**src/rtl/kf8259_in_service_n.sv**
```systemverilog
// Parametrised in-service register for the KF8259: ISR, EOI handling, priority rotation, nest depth.
// Optional rotation logic is built when KF8259_ISR_ROTATE_EN is defined; otherwise priority is fixed.
module kf8259_in_service_n #(
   parameter int unsigned LEVELS  = 8,
   parameter int unsigned PRIO_W  = $clog2(LEVELS),
   parameter int unsigned DEPTH_W = $clog2(LEVELS + 1)
) (
   input  logic                clock,
   input  logic                reset,
   input  logic [LEVELS-1:0]   i_special_mask,
   input  logic                i_ack_valid,
   input  logic [LEVELS-1:0]   i_ack_vector,
   input  logic                i_auto_eoi,
   input  logic                i_rotate_on_aeoi,
   input  logic                i_eoi_valid,
   input  logic [1:0]          i_eoi_cmd,
   input  logic [PRIO_W-1:0]   i_eoi_level,
   input  logic                i_set_prio_valid,
   input  logic [PRIO_W-1:0]   i_set_prio_level,
   output logic [LEVELS-1:0]   o_in_service_register,
   output logic [LEVELS-1:0]   o_highest_level_in_service,
   output logic [PRIO_W-1:0]   o_lowest_priority,
   output logic [DEPTH_W-1:0]  o_nest_depth,
   output logic                o_eoi_error
);

   logic [LEVELS-1:0]  r_isr;
   logic [LEVELS-1:0]  r_hlis;
   logic [PRIO_W-1:0]  r_lowest;
   logic [DEPTH_W-1:0] r_depth;
   logic               r_eoi_error;

   logic [LEVELS-1:0]  w_spec_mask;
   logic               w_level_ok;
   logic [LEVELS-1:0]  w_clear_mask;
   logic               w_eoi_invalid;
   logic               w_eoi_ok;
   logic [LEVELS-1:0]  w_clear;
   logic [LEVELS-1:0]  w_set;
   logic [LEVELS-1:0]  w_next_isr;
   logic [PRIO_W-1:0]  w_next_lowest;
   logic [LEVELS-1:0]  w_next_hlis;
   logic [DEPTH_W-1:0] w_next_depth;

   // One-hot of the highest-priority set bit, scanning upward from lowest+1 with wrap-around.
   function automatic logic [LEVELS-1:0] f_resolve(input logic [LEVELS-1:0] vec,
                                                    input logic [PRIO_W-1:0] low);
      logic [LEVELS-1:0] res;
      logic [LEVELS-1:0] bit_mask;
      int unsigned       idx;
      res = '0;
      for (int k = int'(LEVELS) - 1; k >= 0; k--) begin
         idx      = (32'(low) + 32'(k) + 32'd1) % LEVELS;
         bit_mask = LEVELS'(1) << idx;
         if ((vec & bit_mask) != '0) res = bit_mask;
      end
      return res;
   endfunction

   function automatic logic [PRIO_W-1:0] f_index(input logic [LEVELS-1:0] oh);
      logic [PRIO_W-1:0] r;
      r = '0;
      for (int i = 0; i < int'(LEVELS); i++) begin
         if (oh[i]) r = r | PRIO_W'(i);
      end
      return r;
   endfunction

   function automatic logic [DEPTH_W-1:0] f_popcount(input logic [LEVELS-1:0] vec);
      logic [DEPTH_W-1:0] cnt;
      cnt = '0;
      for (int i = 0; i < int'(LEVELS); i++) begin
         cnt = cnt + DEPTH_W'(vec[i]);
      end
      return cnt;
   endfunction

   // EOI validation and next ISR; an acknowledge of the same bit wins over its clear.
   always_comb begin
      w_spec_mask   = LEVELS'(1) << i_eoi_level;
      w_level_ok    = 32'(i_eoi_level) < LEVELS;
      w_clear_mask  = i_eoi_cmd[0] ? w_spec_mask : r_hlis;
      w_eoi_invalid = i_eoi_cmd[0] ? (!w_level_ok || ((r_isr & w_spec_mask) == '0))
                                   : (r_hlis == '0);
      w_eoi_ok      = i_eoi_valid && !w_eoi_invalid;
      w_clear       = w_eoi_ok ? w_clear_mask : '0;
      w_set         = (i_ack_valid && !i_auto_eoi) ? i_ack_vector : '0;
      w_next_isr    = (r_isr & ~w_clear) | w_set;
   end

`ifdef KF8259_ISR_ROTATE_EN
   logic [PRIO_W-1:0] w_cleared_level;

   // Later assignments win: set_prio over EOI rotate over AEOI rotate.
   always_comb begin
      w_cleared_level = i_eoi_cmd[0] ? i_eoi_level : f_index(r_hlis);
      w_next_lowest   = r_lowest;
      if (i_ack_valid && i_auto_eoi && i_rotate_on_aeoi && (i_ack_vector != '0))
         w_next_lowest = f_index(f_resolve(i_ack_vector, r_lowest));
      if (w_eoi_ok && i_eoi_cmd[1])
         w_next_lowest = w_cleared_level;
      if (i_set_prio_valid && (32'(i_set_prio_level) < LEVELS))
         w_next_lowest = i_set_prio_level;
   end
`else
   logic w_unused;

   assign w_unused      = ^{i_rotate_on_aeoi, i_set_prio_valid, i_set_prio_level, i_eoi_cmd[1]};
   assign w_next_lowest = PRIO_W'(LEVELS - 1);
`endif

   always_comb begin
      w_next_hlis  = f_resolve(w_next_isr & ~i_special_mask, w_next_lowest);
      w_next_depth = f_popcount(w_next_isr);
   end

   always_ff @(negedge clock or posedge reset) begin
      if (reset) begin
         r_isr       <= '0;
         r_hlis      <= '0;
         r_lowest    <= PRIO_W'(LEVELS - 1);
         r_depth     <= '0;
         r_eoi_error <= 1'b0;
      end else begin
         r_isr       <= w_next_isr;
         r_hlis      <= w_next_hlis;
         r_lowest    <= w_next_lowest;
         r_depth     <= w_next_depth;
         r_eoi_error <= i_eoi_valid && w_eoi_invalid;
      end
   end

   assign o_in_service_register      = r_isr;
   assign o_highest_level_in_service = r_hlis;
   assign o_lowest_priority          = r_lowest;
   assign o_nest_depth               = r_depth;
   assign o_eoi_error                = r_eoi_error;

endmodule

```
**config.mk**
```make
export PLATFORM = sky130hd
export DESIGN_NAME = kf8259_in_service_n
export DESIGN_NICKNAME = d
export VERILOG_FILES = /design/src/rtl/kf8259_in_service_n.sv
export SDC_FILE = /design/constraint.sdc
export NUM_CORES = 1
export LEC_CHECK = 0
export BUFFER_PORTS_ARGS = -buffer_cell sky130_fd_sc_hd__buf_2
export CAP_MARGIN = 10
export CORE_MARGIN = 8
export CORE_UTILIZATION = 40
export DETAILED_ROUTE_END_ITERATION = 16
export PLACE_DENSITY = 0.77
export SYNTH_ARGS = -nofsm -noshare
export SYNTH_HDL_FRONTEND = slang
export SYNTH_SLANG_ARGS = --single-unit
```
**constraint.sdc**
```tcl
create_clock -name clock -period 5.05 [get_ports clock]
set_clock_uncertainty 0.2 [all_clocks]
set_input_delay 1.01 -clock clock [delete_from_list [all_inputs] [get_ports clock]]
set_output_delay 1.01 -clock clock [all_outputs]
set_load 0.005 [all_outputs]
```
==> results of run 1 <==
cell type report:
cell class	count	area, um2	share of cell area [%]
clock inverter	1	5.005	0.2162
timing repair buffer	99	710.7	30.70
clock buffer	3	22.52	0.9730
tap	46	57.56	2.486
sequential	21	525.5	22.70
multi-input combinational	103	925.9	40.00
inverter	18	67.56	2.919
registers in the layout, summed over array words and instances (netlist names):
register and flops:
o_nest_depth 4, o_in_service_register 8, o_eoi_error 1, o_highest_level_in_service 8
worst min path at each step:
stage,from,slack [ps],end
finish,o_highest_level_in_service[3]$_DFF_NP0_,370,o_eoi_error$_DFF_NP0_
global route,o_highest_level_in_service[3]$_DFF_NP0_,430,o_eoi_error$_DFF_NP0_
CTS,o_highest_level_in_service[2]$_DFF_NP0_,360,o_eoi_error$_DFF_NP0_
detailed placement,o_highest_level_in_service[2]$_DFF_NP0_,360,o_eoi_error$_DFF_NP0_
global placement,o_highest_level_in_service[2]$_DFF_NP0_,360,o_eoi_error$_DFF_NP0_
floorplan,o_highest_level_in_service[2]$_DFF_NP0_,330,o_eoi_error$_DFF_NP0_
per-stage QoR:
step | power, W | util (%)
after floorplan | 0.0004749 | -
after global placement | 0.0006352 | 59.04
after detailed placement | 0.0006524 | 59.04
after CTS | 0.0007818 | 63.17
after global routing | 0.0008976 | 68.82
final | 0.0008397 | 68.82
cell usage after synthesis, drive strengths merged, types with 2 or more instances:
cell     count  share of area, %
nor2        12               3.4
a21oi       10               3.5
o21ai        4               1.9
o21a         3               1.6
o32ai        2               2.6
nand4        2              0.88
nand2b       3               1.9
inv         18               4.8
dfrtn       21                37
nand2       13               3.4
o211ai       4               3.4
fa           4               5.6
nand3        5               1.8
nand4b       4               2.5
o2bb2ai      2               1.2
a41oi        4               2.5
nor4         3               1.8
buf          8               4.4
ha           3               2.6
o22ai        2              0.88
nor2b        2              0.88
nor3         5               1.8
per-layer routing:
metal | vias to the layer above | track usage, %
met3 | 17 | 3.289
met2 | 78 | 30.97
met4 | 0 | 4.478
li1 | 716 | -
met1 | 771 | 21.42
met5 | - | 0
cell families after synthesis:
kind of cell	Yosys count
flip-flops	21
other	1
AND/OR/NAND/NOR	53
XOR/XNOR	1
buffers and inverters	27
multiplexers	1
adder cells (fa/ha/maj)	7
AO/OA/AOI/OAI	38
worst max-delay path: cells and delay by family:
family                     cells  cell delay, ps
muxes                          1             150
and+or+nand+nor                1              90
xor gates and xnor gates       1             140
AOI/OAI and AO/OA              2             510
adders and majority gates      4            1720
buffers and inverters          4             320
power by group through the flow:
stage / registers (W) / clock network, W / logic, W
floorplan: 0.000247 / 0 / 0.000228
global placement: 0.000247 / 0 / 0.000388
detailed placement: 0.000248 / 0 / 0.000405
CTS: 0.000245 / 0.0000849 / 0.000452
global route: 0.000253 / 0.0000904 / 0.000554
finish: 0.000249 / 0.0000843 / 0.000506
cell usage in the layout, fill, tap and decap left out, types with 4 or more instances in the layout:
master | synthesis | final
buf_4 | 4 | 46
buf_2 | 2 | 41
dfrtn_1 | 21 | 21
inv_1 | 18 | 14
nand2_1 | 13 | 10
a21oi_1 | 10 | 8
buf_6 | 2 | 8
nor2_1 | 11 | 7
nand3_1 | 5 | 4
nand4b_1 | 4 | 4
nor2_2 | 1 | 4
inv_2 | 0 | 4
nor3_2 | 0 | 4
repair_timing:
action	4_1_cts	5_1_grt
setup endpoints to repair	11	11
resized for setup	19	30
pin swaps	6	10
buffers inserted	5	8
==> qor.log, run 1 <==
INFO  drt            drcViolationCount=0
INFO  setup_path     reg2reg_from=o_in_service_register[2]$_DFF_NP0_
INFO  floorplanning  row_count=21
INFO  yosys          synthAdderAreaFrac=8.297%
INFO  floorplanning  die_area=5705um2
INFO  sta            final_hold_viol_count=0
INFO  setup_path     r2r_end=o_nest_depth[2]$_DFF_NP0_
INFO  drt            num_vias=1582
INFO  yosys          netlist-cell-type-count=47
INFO  setup_path     crit_slowest_cell=fa_1
INFO  setup_path     cp.required=2490ps
INFO  sta            setup-violations-final=10
INFO  power_and_ir_drop power.switching_fraction=40.51%
INFO  outcome        run_status=finished with violations
INFO  floorplanning  start_util=42.15%
INFO  clock_tree     clk_latency=300ps
INFO  setup_path     path_cells=buf_12 -> buf_12 -> mux2i_2 -> o21ai_2 -> a41o_1 -> nor2_1 -> fa_1 -> inv_2 -> fa_1 -> inv_2 -> fa_2 -> fa_2 -> xor2_1
INFO  outcome        failing_checks=setup timing
INFO  finish         nNetsFinal=284
INFO  yosys          post_synthesis_area_per_instance=9.514um2
INFO  placed_design  detailedPlacementHpwl=3598um
INFO  clock_tree     cts_bufs_inserted=3
INFO  global_route   grt_first_pass_wirelength=7576um
INFO  clock_tree     cts_sink_cnt=21
INFO  drt            drtIter0Drc=126
INFO  placed_design  dp_cells=274
INFO  yosys          largest_family_of_logic_cells_by_synthesized_area=compound AO/OA/AOI/OAI gates
INFO  sta            number_of_max_slew_violations_in_the_final_report=0
INFO  finish         final-instance-count-excl-fill=291
INFO  finish         antenna_cells_inserted=0
INFO  drt            met1_length=2029um
INFO  yosys          synth_edf_count=0
INFO  setup_path     timing.critical_path.to=o_nest_depth[2]$_DFF_NP0_
INFO  floorplanning  ios=55
INFO  yosys          parity_gate_share_of_the_synthesized_area_counting_xor_and_xnor_cells=0.6178%
INFO  drt            wl_met3=472um
INFO  power_and_ir_drop total_leakage_power=1.085nW
INFO  drt            met2_wirelength=2670um
INFO  worst_hold_path hold_depth=3
INFO  power_and_ir_drop cellInternalPower=0.0004996W
INFO  yosys          synth-simple-area-share=20.39%
INFO  yosys          synth.yosys.warnings=0
INFO  yosys          asyncSetResetFlopFracSynth=100.0%
INFO  placed_design  gp_routability_congestion=0.9215
INFO  setup_path     worst-setup-path-type=in2reg
INFO  flow_run       max_cap_violations=0
INFO  power_and_ir_drop comb_power_share=60.3%
INFO  clock_tree     ctsLongestPathBuffers=2
INFO  yosys          synth.ff_latch_count=21
INFO  global_route   initial_antenna_violation_count=0
INFO  setup_path     critPathCaptureType=flip-flop
INFO  drt            routed_wl=5310um
INFO  global_route   grt_max_degree=22
INFO  setup_path     timing.critical_path.fanout_max=8
INFO  placed_design  buffer_ports.inserted=45
INFO  power_and_ir_drop clkPwrFrac=10.0%
INFO  power_and_ir_drop pwr_density_cell=362.8nW/um2
INFO  finish         final_cell_area=2315um2
INFO  setup_path     worst-endpoint-arrival=3940ps
INFO  clock_tree     post_cts_hold_buffer_count=0
INFO  sta            final.hold.worst_slack=373.5ps
INFO  clock_tree     root_buffer=clkbuf_4
INFO  drt            drt.antenna.violating_nets=0
INFO  placed_design  total_cell_area_at_the_placement_stage=1986um2
INFO  placed_design  preCtsSetupSlack=-1771ps
INFO  global_route   vias_in_the_first_global_route=1575
INFO  worst_hold_path min-delay-path-class=reg2reg
INFO  sta            final_critical_path_setup_slack=-1451ps
INFO  global_route   global_route_total_usage_across_every_layer=17.60%
INFO  setup_path     worst_setup_path_startpoint=i_eoi_level[2]
INFO  yosys          ys_seq_area_share=37.07%
INFO  yosys          mux_share_of_post_synthesis_cell_area=0.7061%
INFO  power_and_ir_drop net_switching_power=0.0003401W
INFO  global_route   grt_remaining_overflow=0
INFO  sta            setup_total_negative_slack=-5942ps
INFO  drt            dr.pass1.iters=4
INFO  setup_path     worst-r2r-setup-slack=1480ps
INFO  floorplanning  die_height=75.53um
INFO  setup_path     cp-start-kind=input pin
INFO  power_and_ir_drop power.ir.vdd_worst=0.2564mV
INFO  setup_path     max_stage_delay=520ps
INFO  yosys          synthesis.area=1418um2
INFO  power_and_ir_drop sequentialPowerShare=29.7%
INFO  yosys          synth-compound-area-share=23.21%
INFO  clock_tree     clk_transition_reported_paths=80ps
INFO  drt            post_drt_wl_per_cell=18.25um
INFO  finish         fillCellCount=269
INFO  setup_path     rr_worst_depth=12
INFO  yosys          synth-main-ff-cell=dfrtn_1
INFO  clock_tree     tritoncts=built
INFO  clock_tree     htree_num_levels=1
INFO  finish         area_growth_syn_to_layout=63.28%
INFO  floorplanning  core_area=3363um2
INFO  drt            avgViaCountPerCell=5.436
INFO  sta            grt_setup_unrepaired=true
INFO  floorplanning  floorplan.die.width=75.53um
INFO  finish         drive_gt1_share=57.96%
INFO  yosys          post_synth_inst_count=149
INFO  drt            dr.max_layer_used=met4
Power figures use the tool's default switching activity.
==> run 2, diff against run 1 <==
--- a/config.mk
+++ b/config.mk
@@ -7,7 +7,7 @@
 export LEC_CHECK = 0
 export BUFFER_PORTS_ARGS = -buffer_cell sky130_fd_sc_hd__buf_2
 export CAP_MARGIN = 10
-export CORE_MARGIN = 8
+export CORE_MARGIN = 2
 export CORE_UTILIZATION = 40
 export DETAILED_ROUTE_END_ITERATION = 16
 export PLACE_DENSITY = 0.77
==> qor.log, run 2 (synthesis results as in run 1) <==
INFO  sta            setup-violations-final=11 [was 10]
INFO  drt            drcViolationCount=0 [unchanged]
INFO  flow_run       max_cap_violations=0 [unchanged]
INFO  finish         multi_input_comb_area=952.2um2 [was 925.9 um2]
INFO  setup_path     cp-start-kind=input pin [unchanged]
INFO  floorplanning  die_height=63.53um [was 75.53 um]
INFO  setup_path     worst-setup-path-type=in2reg [unchanged]
INFO  finish         nNetsFinal=283 [was 284]
INFO  drt            num_vias=1572 [was 1582]
INFO  setup_path     critPathCaptureType=flip-flop [unchanged]
INFO  placed_design  gp_routability_congestion=0.9627 [was 0.9215]
INFO  sta            final_critical_path_setup_slack=-1405ps [was -1451 ps]
INFO  finish         area_growth_syn_to_layout=65.31% [was 63.28%]
INFO  sta            final_hold_viol_count=0 [unchanged]
INFO  drt            post_drt_wl_per_cell=17.36um [was 18.25 um]
INFO  floorplanning  floorplan.die.width=63.53um [was 75.53 um]
INFO  sta            setup_total_negative_slack=-5688ps [was -5942 ps]
INFO  global_route   initial_antenna_violation_count=0 [unchanged]
INFO  finish         regArea=525.5um2 [unchanged]
INFO  finish         drive_gt1_share=56.97% [was 57.96%]
INFO  floorplanning  row_count=21 [unchanged]
INFO  finish         final_cell_area=2344um2 [was 2315 um2]
INFO  setup_path     worst-endpoint-arrival=3890ps [was 3940 ps]
INFO  sta            grt_setup_unrepaired=true [unchanged]
INFO  drt            drt.antenna.violating_nets=0 [unchanged]
INFO  floorplanning  core_area=3363um2 [unchanged]
INFO  sta            number_of_max_slew_violations_in_the_final_report=0 [unchanged]
INFO  setup_path     rr_worst_depth=12 [unchanged]
INFO  global_route   grt_remaining_overflow=0 [unchanged]
INFO  drt            routed_wl=5034um [was 5310 um]
INFO  clock_tree     clk_transition_reported_paths=80ps [about the same]
INFO  power_and_ir_drop pwr_density_cell=336.3nW/um2 [was 362.8 nW/um2]
INFO  setup_path     cp.required=2490ps [about the same]
INFO  placed_design  total_cell_area_at_the_placement_stage=1966um2 [was 1986 um2]
INFO  setup_path     crit_slowest_cell=fa_1 [unchanged]
INFO  setup_path     worst-r2r-setup-slack=1500ps [was 1480 ps]
INFO  placed_design  buffer_ports.inserted=45 [unchanged]
INFO  worst_hold_path hold_depth=3 [unchanged]
INFO  global_route   grt_first_pass_wirelength=7044um [was 7576 um]
INFO  setup_path     max_stage_delay=530ps [was 520 ps]
INFO  power_and_ir_drop total_leakage_power=1.098nW [was 1.085 nW]
INFO  global_route   grt_max_degree=22 [unchanged]
INFO  finish         commonest_non_fill_non_tap_cells_in_the_layout=buf_2, buf_4, dfrtn_1 [was buf_4, buf_2, dfrtn_1]
INFO  setup_path     path_cells=buf_12 -> buf_6 -> nand4b_1 -> o21ai_4 -> o31ai_4 -> nor2_2 -> nor2_2 -> fa_1 -> inv_1 -> fa_1 -> inv_1 -> fa_2 -> fa_2 -> xor2_1 [was buf_12 -> buf_12 -> mux2i_2 -> o21ai_2 -> a41o_1 -> nor2_1 -> fa_1 -> inv_2 -> fa_1 -> inv_2 -> fa_2 -> fa_2 -> xor2_1]
INFO  finish         fillCellCount=262 [was 269]
INFO  clock_tree     tritoncts=built [unchanged]
INFO  worst_hold_path min-delay-path-class=reg2reg [unchanged]
INFO  worst_hold_path min_delay_worst_endpoint=o_eoi_error$_DFF_NP0_ [unchanged]
INFO  drt            drtIter0Drc=114 [was 126]
INFO  clock_tree     ctsLongestPathBuffers=2 [unchanged]
INFO  setup_path     timing.critical_path.fanout_max=8 [unchanged]
INFO  drt            dr.pass1.iters=4 [unchanged]
INFO  finish         antenna_cells_inserted=0 [unchanged]
INFO  floorplanning  die_area=4036um2 [was 5705 um2]
INFO  global_route   global_route_total_usage_across_every_layer=22.61% [was 17.60%]
INFO  setup_path     reg2reg_from=o_in_service_register[2]$_DFF_NP0_ [unchanged]
INFO  drt            avgViaCountPerCell=5.421 [was 5.436]
INFO  outcome        failing_checks=setup timing [unchanged]
INFO  clock_tree     clk_latency=310ps [was 300 ps]
INFO  worst_hold_path startpoint_of_the_lowest_slack_hold_path=o_highest_level_in_service[3]$_DFF_NP0_ [unchanged]
INFO  global_route   vias_in_the_first_global_route=1511 [was 1575]
INFO  setup_path     r2r_end=o_nest_depth[2]$_DFF_NP0_ [unchanged]
INFO  floorplanning  start_util=42.15% [unchanged]
INFO  clock_tree     post_cts_hold_buffer_count=0 [unchanged]
INFO  clock_tree     htree_num_levels=1 [unchanged]
INFO  placed_design  detailedPlacementHpwl=3095um [was 3598 um]
INFO  clock_tree     cts_bufs_inserted=3 [unchanged]
INFO  power_and_ir_drop power.ir.vdd_worst=0.2738mV [was 0.2564 mV]
INFO  floorplanning  ios=55 [unchanged]
INFO  outcome        run_status=finished with violations [unchanged]
INFO  clock_tree     root_buffer=clkbuf_4 [unchanged]
INFO  clock_tree     cts_sink_cnt=21 [unchanged]
## run 2: cell count changes in the layout (fill, tap and decap cells not counted), sizes merged
cell | previous run | this run
buf | 99 | 98
## run 2: how the worst max path moves through the flow
stage	start	to	slack [ps]	depth (start not counted)
after floorplan	i_eoi_level[0]	o_nest_depth[2]$_DFF_NP0_	-1700	14
after global placement	i_eoi_level[0]	o_nest_depth[2]$_DFF_NP0_	-1720	13
final	i_eoi_level[1]	o_nest_depth[2]$_DFF_NP0_	-1400	14
after detailed placement	i_eoi_level[2]	o_nest_depth[2]$_DFF_NP0_	-1760	13
after CTS	i_eoi_level[0]	o_nest_depth[2]$_DFF_NP0_	-1360	13
after global routing	i_eoi_level[0]	o_nest_depth[2]$_DFF_NP0_	-1550	13
## run 2: cell type report
cell class | instances | share of cell area [%]
repair buffers | 98 | 30.43
flip-flops and latches | 21 | 22.42
multi-input cells | 103 | 40.63
clock buffers | 3 | 0.9610
inverters | 18 | 2.883
clock inverters | 1 | 0.2136
well taps | 46 | 2.456
## run 2: per-layer routing
layer  vias to the layer above  share of wire (%)  routed length [um]  track usage (%)
met3                        19                6.8                 343            2.679
li1                        719                  -                   -                -
met4                         0                3.8                 190            9.511
met2                        85                 51                2573            37.89
met5                         -                  0                   0                0
met1                       749                 38                1927            29.43
## run 2: report_power, final
group | switching, W | leakage (nW) | total [W] | internal (W)
logic | 0.000228 | 0.828 | 0.000456 | 0.000228
clock network | 0.0000538 | 0.0177 | 0.0000835 | 0.0000297
registers | 0.0000313 | 0.252 | 0.000249 | 0.000218
## run 2: critical path: cells and delay by family
kind	cells	cell delay, ps
XOR/XNOR	1	140
buffers and inverters	4	330
AO/OA/AOI/OAI	2	270
AND/OR/NAND/NOR	3	440
adder cells (fa/ha/maj)	4	1710
## run 2: through the flow
step / util (%) / std cells / total power [W] / worst slack, ps / hold slack, ps
2_1_floorplan: - / 151 / 0.0004749 / -1703 / 331.7
3_3_place_gp: 58.44 / 273 / 0.0006265 / -1717 / 372.1
3_5_place_dp: 58.44 / 273 / 0.0006329 / -1757 / 391.7
4_1_cts: 63.54 / 279 / 0.0007463 / -1357 / 404.4
5_1_grt: 69.68 / 290 / 0.0008592 / -1546 / 455.0
6_report: 69.68 / 290 / 0.0007881 / -1405 / 453.3
## run 2: timing repair
item	in CTS	in global routing
setup endpoints to repair	11	9
gates resized for setup	28	31
buffers inserted	2	11
pin swaps	8	14
hold endpoints to repair	0	0
